--- src/rtl/fetch_pkg.sv ---
// Shared types and constants for the instruction fetch stage.
package fetch_pkg;

    typedef enum logic [2:0] {
        ST_IDLE  = 3'd0,
        ST_REQ   = 3'd1,
        ST_WAIT  = 3'd2,
        ST_VALID = 3'd3,
        ST_HALT  = 3'd4
    } state_t;

    localparam logic [1:0] PC_SEL_SEQ  = 2'b00;
    localparam logic [1:0] PC_SEL_BR   = 2'b01;
    localparam logic [1:0] PC_SEL_JALR = 2'b10;
    localparam logic [1:0] PC_SEL_JAL  = 2'b11;

    localparam logic [31:0] NOP_INSTR = 32'h0000_0013;

endpackage

--- src/rtl/next_pc_calc.sv ---
// Combinational next-PC selection: sequential, branch, jalr, jal, plus alignment check.
module next_pc_calc
    import fetch_pkg::*;
#(
    parameter int XLEN = 32
) (
    input  logic [XLEN-1:0] pc,
    input  logic [1:0]      pc_sel,
    input  logic            branch_taken,
    input  logic [XLEN-1:0] imm,
    input  logic [XLEN-1:0] jalr_target,
    output logic [XLEN-1:0] next_pc,
    output logic            misaligned
);

    logic [XLEN-1:0] seq_pc;
    logic [XLEN-1:0] rel_pc;

    // Both sums wrap modulo 2^XLEN by construction.
    assign seq_pc = pc + XLEN'(4);
    assign rel_pc = pc + imm;

    always_comb begin
        next_pc = seq_pc;
        case (pc_sel)
            PC_SEL_SEQ:  next_pc = seq_pc;
            PC_SEL_BR:   next_pc = branch_taken ? rel_pc : seq_pc;
            PC_SEL_JALR: next_pc = jalr_target & ~XLEN'(1);
            PC_SEL_JAL:  next_pc = rel_pc;
            default:     next_pc = seq_pc;
        endcase
    end

    assign misaligned = |next_pc[1:0];

endmodule

--- src/rtl/fetch_unit.sv ---
// Instruction fetch stage: owns the PC, fetches over req/gnt/rvalid, holds instr for the decoder.
module fetch_unit
    import fetch_pkg::*;
#(
    parameter int          XLEN     = 32,
    parameter logic [XLEN-1:0] RESET_PC = '0
) (
    input  logic            clk,
    input  logic            rst_n,
    output logic            imem_req,
    output logic [XLEN-1:0] imem_addr,
    input  logic            imem_gnt,
    input  logic            imem_rvalid,
    input  logic [31:0]     imem_rdata,
    output logic            instr_valid,
    output logic [31:0]     instr,
    output logic [XLEN-1:0] instr_pc,
    input  logic            instr_ready,
    input  logic [1:0]      pc_sel,
    input  logic            branch_taken,
    input  logic [XLEN-1:0] imm,
    input  logic [XLEN-1:0] jalr_target,
    output logic            misalign_err,
    output logic [2:0]      fsm_state
);

    // Handshakes: a fetch is accepted on a cycle with imem_req && imem_gnt; data is taken
    // on imem_rvalid only while waiting; an instruction retires on instr_valid && instr_ready.

    state_t          state;
    logic [XLEN-1:0] next_pc;
    logic            next_misaligned;

    assign fsm_state = state;

    next_pc_calc #(.XLEN(XLEN)) u_next_pc (
        .pc           (instr_pc),
        .pc_sel       (pc_sel),
        .branch_taken (branch_taken),
        .imm          (imm),
        .jalr_target  (jalr_target),
        .next_pc      (next_pc),
        .misaligned   (next_misaligned)
    );

    always_ff @(posedge clk or negedge rst_n) begin
        if (!rst_n) begin
            state        <= ST_IDLE;
            imem_req     <= 1'b0;
            imem_addr    <= RESET_PC;
            instr_valid  <= 1'b0;
            instr        <= NOP_INSTR;
            instr_pc     <= RESET_PC;
            misalign_err <= 1'b0;
        end else begin
            case (state)
                ST_IDLE: begin
                    imem_req  <= 1'b1;
                    imem_addr <= RESET_PC;
                    state     <= ST_REQ;
                end
                ST_REQ: begin
                    if (imem_gnt) begin
                        imem_req <= 1'b0;
                        state    <= ST_WAIT;
                    end
                end
                ST_WAIT: begin
                    if (imem_rvalid) begin
                        instr       <= imem_rdata;
                        instr_pc    <= imem_addr;
                        instr_valid <= 1'b1;
                        state       <= ST_VALID;
                    end
                end
                ST_VALID: begin
                    if (instr_ready) begin
                        instr_valid <= 1'b0;
                        if (next_misaligned) begin
                            misalign_err <= 1'b1;
                            state        <= ST_HALT;
                        end else begin
                            imem_addr <= next_pc;
                            imem_req  <= 1'b1;
                            state     <= ST_REQ;
                        end
                    end
                end
                ST_HALT: begin
                    // Sticky until reset.
                    imem_req     <= 1'b0;
                    instr_valid  <= 1'b0;
                    misalign_err <= 1'b1;
                end
                default: begin
                    state    <= ST_HALT;
                    imem_req <= 1'b0;
                end
            endcase
        end
    end

endmodule

--- config.mk ---
export PLATFORM = sky130hd
export DESIGN_NAME = fetch_unit
export DESIGN_NICKNAME = d
export VERILOG_FILES = /design/src/rtl/fetch_pkg.sv /design/src/rtl/next_pc_calc.sv /design/src/rtl/fetch_unit.sv
export SDC_FILE = /design/constraint.sdc
export NUM_CORES = 1
export LEC_CHECK = 0
export ABC_AREA = 0
export CAP_MARGIN = 20
export CORE_ASPECT_RATIO = 1.2
export CORE_MARGIN = 3
export CORE_UTILIZATION = 48
export DETAILED_ROUTE_END_ITERATION = 8
export PLACE_DENSITY = 0.77
export SETUP_SLACK_MARGIN = 0.02
export SLEW_MARGIN = 15
export SYNTH_ARGS = -nofsm -noshare
export SYNTH_HDL_FRONTEND = slang
export SYNTH_SLANG_ARGS = --single-unit
--- constraint.sdc ---
create_clock -name clk -period 3.1 [get_ports clk]
set_clock_uncertainty 0.2 [all_clocks]
set_input_delay 0.465 -clock clk [delete_from_list [all_inputs] [get_ports clk]]
set_output_delay 0.465 -clock clk [all_outputs]
set_load 0.01 [all_outputs]
# Word-level counts from Yosys, hierarchy flattened
# Index checks and enable logic that the tools add are counted.
[op_classes]
add_sub_neg = 2
eq_ne = 12
mux = 20
n_bitwise = 2
n_reduce_logical = 12
[ops]
columns = ["op", "n"]
rows = [
  ["$pmux W32 S4", 1],
  ["$mux W32", 3],
  ["$pmux W32 S2", 1],
  ["$add A32 B3 Y32 const B", 1],
  ["$add A32 B32 Y32", 1],
  ["$pmux W3 S5", 1],
  ["$mux W3", 4],
  ["$ne A2 B2 Y1 const B", 5],
  ["$reduce_and A3 Y1", 3],
  ["$reduce_and A4 Y1", 2],
  ["$mux W1", 7],
  ["$eq A3 B2 Y1 const B", 2],
  ["$eq A2 B2 Y1 const B", 2],
  ["$pmux W1 S4", 1],
  ["$reduce_bool A2 Y1", 2],
  ["$eq A3 B1 Y1 const B", 1],
  ["$eq A3 B3 Y1 const B", 1],
  ["$logic_not A3 Y1", 1],
  ["$pmux W1 S3", 1],
  ["$reduce_bool A3 Y1", 1],
  ["$eq A2 B1 Y1 const B", 1],
  ["$logic_not A2 Y1", 1],
  ["$not A1 Y1", 2],
  ["$pmux W1 S2", 1],
  ["other kinds (2)", 2],
]
[totals]
reg_bits = 102
in_bits = 104

# Depth between registers and ports, before layout
[depth]
ltp_word = 7
depth_mapped = 12

# By module
# A second synthesis with hierarchy kept.
[hier_totals]
cells_unflattened = 682
hier_area_um2 = 7153.1
[by_module_without_submodules]
columns = ["module", "instances", "cells_per_inst", "area_per_inst_um2", "seq_area_each_um2"]
rows = [
  ["fetch_unit", 1, 242, 4177.8, 2556.2],
  ["next_pc_calc", 1, 440, 2975.4, 0.0],
]

# Worst setup path before layout
# OpenSTA, ideal clock, no wires.
[synth_timing]
path_type = "in2reg"
startpoint = "input imm[0]"
endpoint = "register imem_addr[28]"
arrival_time_ns = 2.572
required_ns = 2.813
setup_slack_ns = 0.242
stages = 11
path_buffers = 0
cell_sequence = "ha_1 > inv_1 > fa_1 > and2b_1 > o2111ai_2 > a21oi_4 > o21ai_1 > o31ai_2 > o211ai_1 > a2111o_1 > o211ai_1"
[synth_between]
elab_chain_len = 6
elab_cells_between_ends = 9
[synth_rtl]
columns = ["item", "line_no", "source"]
rows = [
  ["start, declared", "fetch_unit.sv:21", "input logic [XLEN-1:0] imm,"],
  ["$add A32 B32 Y32 (*)", "next_pc_calc.sv:21", "assign rel_pc = pc + imm;"],
  ["$mux W32", "next_pc_calc.sv:27", "PC_SEL_BR: next_pc = branch_taken ? rel_pc : seq_pc;"],
  ["$pmux W32 S4 (*)", "next_pc_calc.sv:25", "case (pc_sel)"],
  ["$mux W32 / $reduce_or A2 Y1 (equally long branches)", "fetch_unit.sv:79, next_pc_calc.sv:34", ""],
  ["$mux W32 / $ne A2 B2 Y1 (equally long branches)", "n/a", ""],
  ["$pmux W32 S2 / $reduce_and A3 Y1 (equally long branches)", "n/a", ""],
  ["end signal, assigned", "fetch_unit.sv:83", "imem_addr <= next_pc;"],
  ["end, declared", "fetch_unit.sv:11", "output logic [XLEN-1:0] imem_addr,"],
]
# Every way passes the cells marked *; elsewhere a longest branch is shown, timed or not. The select of a mux whose other input is x is not followed.
# A chain may end at the register's enable or synchronous reset.

# Worst setup path after layout
[layout_timing]
startpoint = "input imm[2]"
endpoint = "register imem_addr[31]"
[layout_between]
elab_chain_len = 6
[layout_rtl]
columns = ["item", "line_no", "source"]
rows = [
  ["$add A32 B32 Y32 (*)", "next_pc_calc.sv:21", ""],
  ["$mux W32", "next_pc_calc.sv:27", ""],
  ["$pmux W32 S4 (*)", "next_pc_calc.sv:25", ""],
  ["$mux W32 (*)", "fetch_unit.sv:79", "if (next_misaligned) begin"],
  ["$mux W32 (*)", "fetch_unit.sv:77", "if (instr_ready) begin"],
  ["$pmux W32 S2 (*)", "fetch_unit.sv:56", "case (state)"],
]
# Marked as above.

==> flow_summary.ini <==
[setup_path]
r2r_end = imem_addr[26]
r2r_start = instr_pc[0]
crit_buf_inv = 2
critPathKind = input port to register
reg2regPathDepth = 12
critical-path-top-delay-family = compound AO/OA/AOI/OAI gates
end_kind = register
cp_max_fo = 3
cp.required_ns = 3.15
cp_num_cells = 11
setup.worst_path.start_class = input port
worst-endpoint-arrival_ns = 3.02
crit_chain = clkdlybuf4s50_1, ha_1, o211ai_1, o211ai_2, nand4b_1, a31oi_4, nor3_1, buf_4, o31ai_4, nor4_1, or3b_1
crit_slowest_cell = clkdlybuf4s50_1
crit_path_max_incr_delay_ns = 0.41
r2r_setup_slack_ns = 0.19

[layout]
stdcell_count = 1176
layout.nets = 1137
n_fill_cell = 994
utilization_pct = 74.48
drive_gt1_share_pct = 23.98
diodes = 0
areaGrowthSynthToFinish_pct = 50.78

[cts]
root_buffer = clkbuf_16
clock_latency_ns = 0.36
cts_tree = done
cts_max_level = 3
cts_buffers = 9
clock_sinks = 102
clk_pin_slew_worst_paths_ns = 0.08
clockBufferDepth = 2

[pwr]
total_leakage_power_nw = 4.849
ir_drop_mv = 0.2723
power_density_mw_per_mm2 = 285.6
power_mw = 2.952

[synth]
syn_area_per_cell_um2 = 9.835
postSynthNetCount = 834
yosys_warnings = 0
synth-main-ff-cell = dfrtp_1
synth-edff-count = 0
postSynth.asyncResetShare_pct = 100.0
ys_seq_elements = 102
yosysSeqAreaShare_pct = 37.29
yosysUniqueCellTypes = 76
syn_inst = 697
netlist_area_mm2 = 0.006855

[grt]
grt_pass1_vias = 7107
grt_pass1_wl_um = 36990
grt-ovfl-total = 0
grt_usage_pct = 30.27
antenna_found_initial = 0
grt_max_degree = 67

[drt]
via_per_inst = 5.884
route.final.wire_length_um = 24240
drc = 0
ant_nets = 0
drt_iter0_drc = 481
drt_pass1_iterations = 5
dr_total_vias = 6919
wl_per_cell_um = 20.61

[placement]
numPortBuffers = 204
gp_congestion = 0.9271
dp_cells = 1153
hpwl_um = 18760

[sta]
rsz0062_at_grt = false
setup_viol = 0
tns_ns = 0
finalCritPeriodShare_pct = 95.85
period_minus_slack_ns = 2.971
fmax_mhz = 336.5
worst_pin_slew_ns = 0.8638
hold_ws_ns = 0.02270
hold_viol = 0
maxSlewViolCount = 0
maxSlewHeadroom_pct = 42.42

[min_path]
min_path_type = input port to asynchronous set/reset pin

[die]
core_area_mm2 = 0.01388
rows = 47
io_pins = 206
die-area_mm2 = 0.01576
die_y_um = 136.9
start_util_pct = 49.40
die_w_um = 115.1

[job]
drv_cap = 0

[outcome]
outcome = finished clean
cells in the final DEF, fill, tap and decap left out, drive strengths merged, types with 7 or more instances in the layout:
cell	n
o211ai	7
a31oi	8
clkbuf	9
nand2	56
mux2i	8
buf	125
a22oi	10
mux2	62
nand3	16
xor2	22
a211oi	13
clkdlybuf4s50	201
o221ai	8
nor2b	9
a21o	28
dfrtp	99
o21ai	37
ha	32
nor2	44
inv	18
a21oi	42
nand4	12
and3	12
xnor2	26
where the power goes:
| group | internal, mW | switching (mW) |
|---|---|---|
| Sequential | 1.34 | 0.00848 |
| Combinational | 0.242 | 0.205 |
| Clock | 0.571 | 0.587 |
| Total | 2.15 | 0.801 |
through the flow:
stage                     area, µm²  setup slack [ns]
after floorplan                6855            0.2419
after global placement         9868           -0.3997
after detailed placement       9868           -0.4575
after CTS                     10210          0.006241
after global routing          10340           0.02782
final                         10340            0.1286
synthesized netlist by cell type (13+ instances only):
cell	instances	area, µm²
a211oi_1	13	97.59
a21o_1	27	202.7
a21oi_1	41	205.2
clkbuf_1	21	78.83
dfrtp_1	99	2477
ha_1	32	400.4
inv_1	15	56.30
mux2_2	62	698.2
nand2_1	56	210.2
nand3_1	16	80.08
nor2_1	44	165.2
o21ai_0	34	170.2
xnor2_1	26	227.7
xor2_1	22	192.7
cell families after synthesis:
family,after synthesis,synth area share [%]
AOI/OAI and AO/OA,209,22.41
muxes,70,11.35
adders and majority gates,33,6.132
and+or+nand+nor,184,13.54
buffers and inverters,51,3.139
xor gates and xnor gates,48,6.132
DFF,102,37.29
sequential cells by signal, summed over array words and instances (netlist names):
register / cells
instr: 32
imem_req: 1
instr_valid: 1
fsm_state: 3
instr_pc: 32
misalign_err: 1
imem_addr: 32
routing by layer:
layer  track usage, %  vias up  routed length [µm]
met5                0        -                   0
met4            11.81        0                 727
li1                 -     3210                   -
met2            52.12      327               12370
met1            36.20     3330                9287
met3            7.430       52                1852
final cells by class:
type | instances | area [µm²] | area share, %
timing repair buffer | 328 | 3000 | 29.03
clock inverter | 7 | 75.07 | 0.7263
clock buffer | 9 | 225.2 | 2.179
multi-input combinational | 544 | 4209 | 40.72
inverter | 15 | 56.30 | 0.5447
sequential | 102 | 2556 | 24.73
tap | 171 | 214.0 | 2.070
timing repair:
action                                  4_1_cts  5_1_grt
setup buffers                                 2        5
pin swaps                                     4       12
hold buffers                                  0        0
endpoints found under the setup margin       10       22
hold endpoints to repair                      0        0
resized for setup                             7       20
how the worst max path moves through the flow:
stage,start,end,slack (ns)
after detailed placement,imm[0],imem_addr[28],-0.46
after global placement,imm[0],imem_addr[28],-0.40
after global routing,instr_pc[0],imem_addr[26],0.03
final,imm[2],imem_addr[31],0.13
after CTS,imm[0],imem_addr[28],0.006
after floorplan,imm[0],imem_addr[28],0.24
Power figures use the tool's default switching activity.
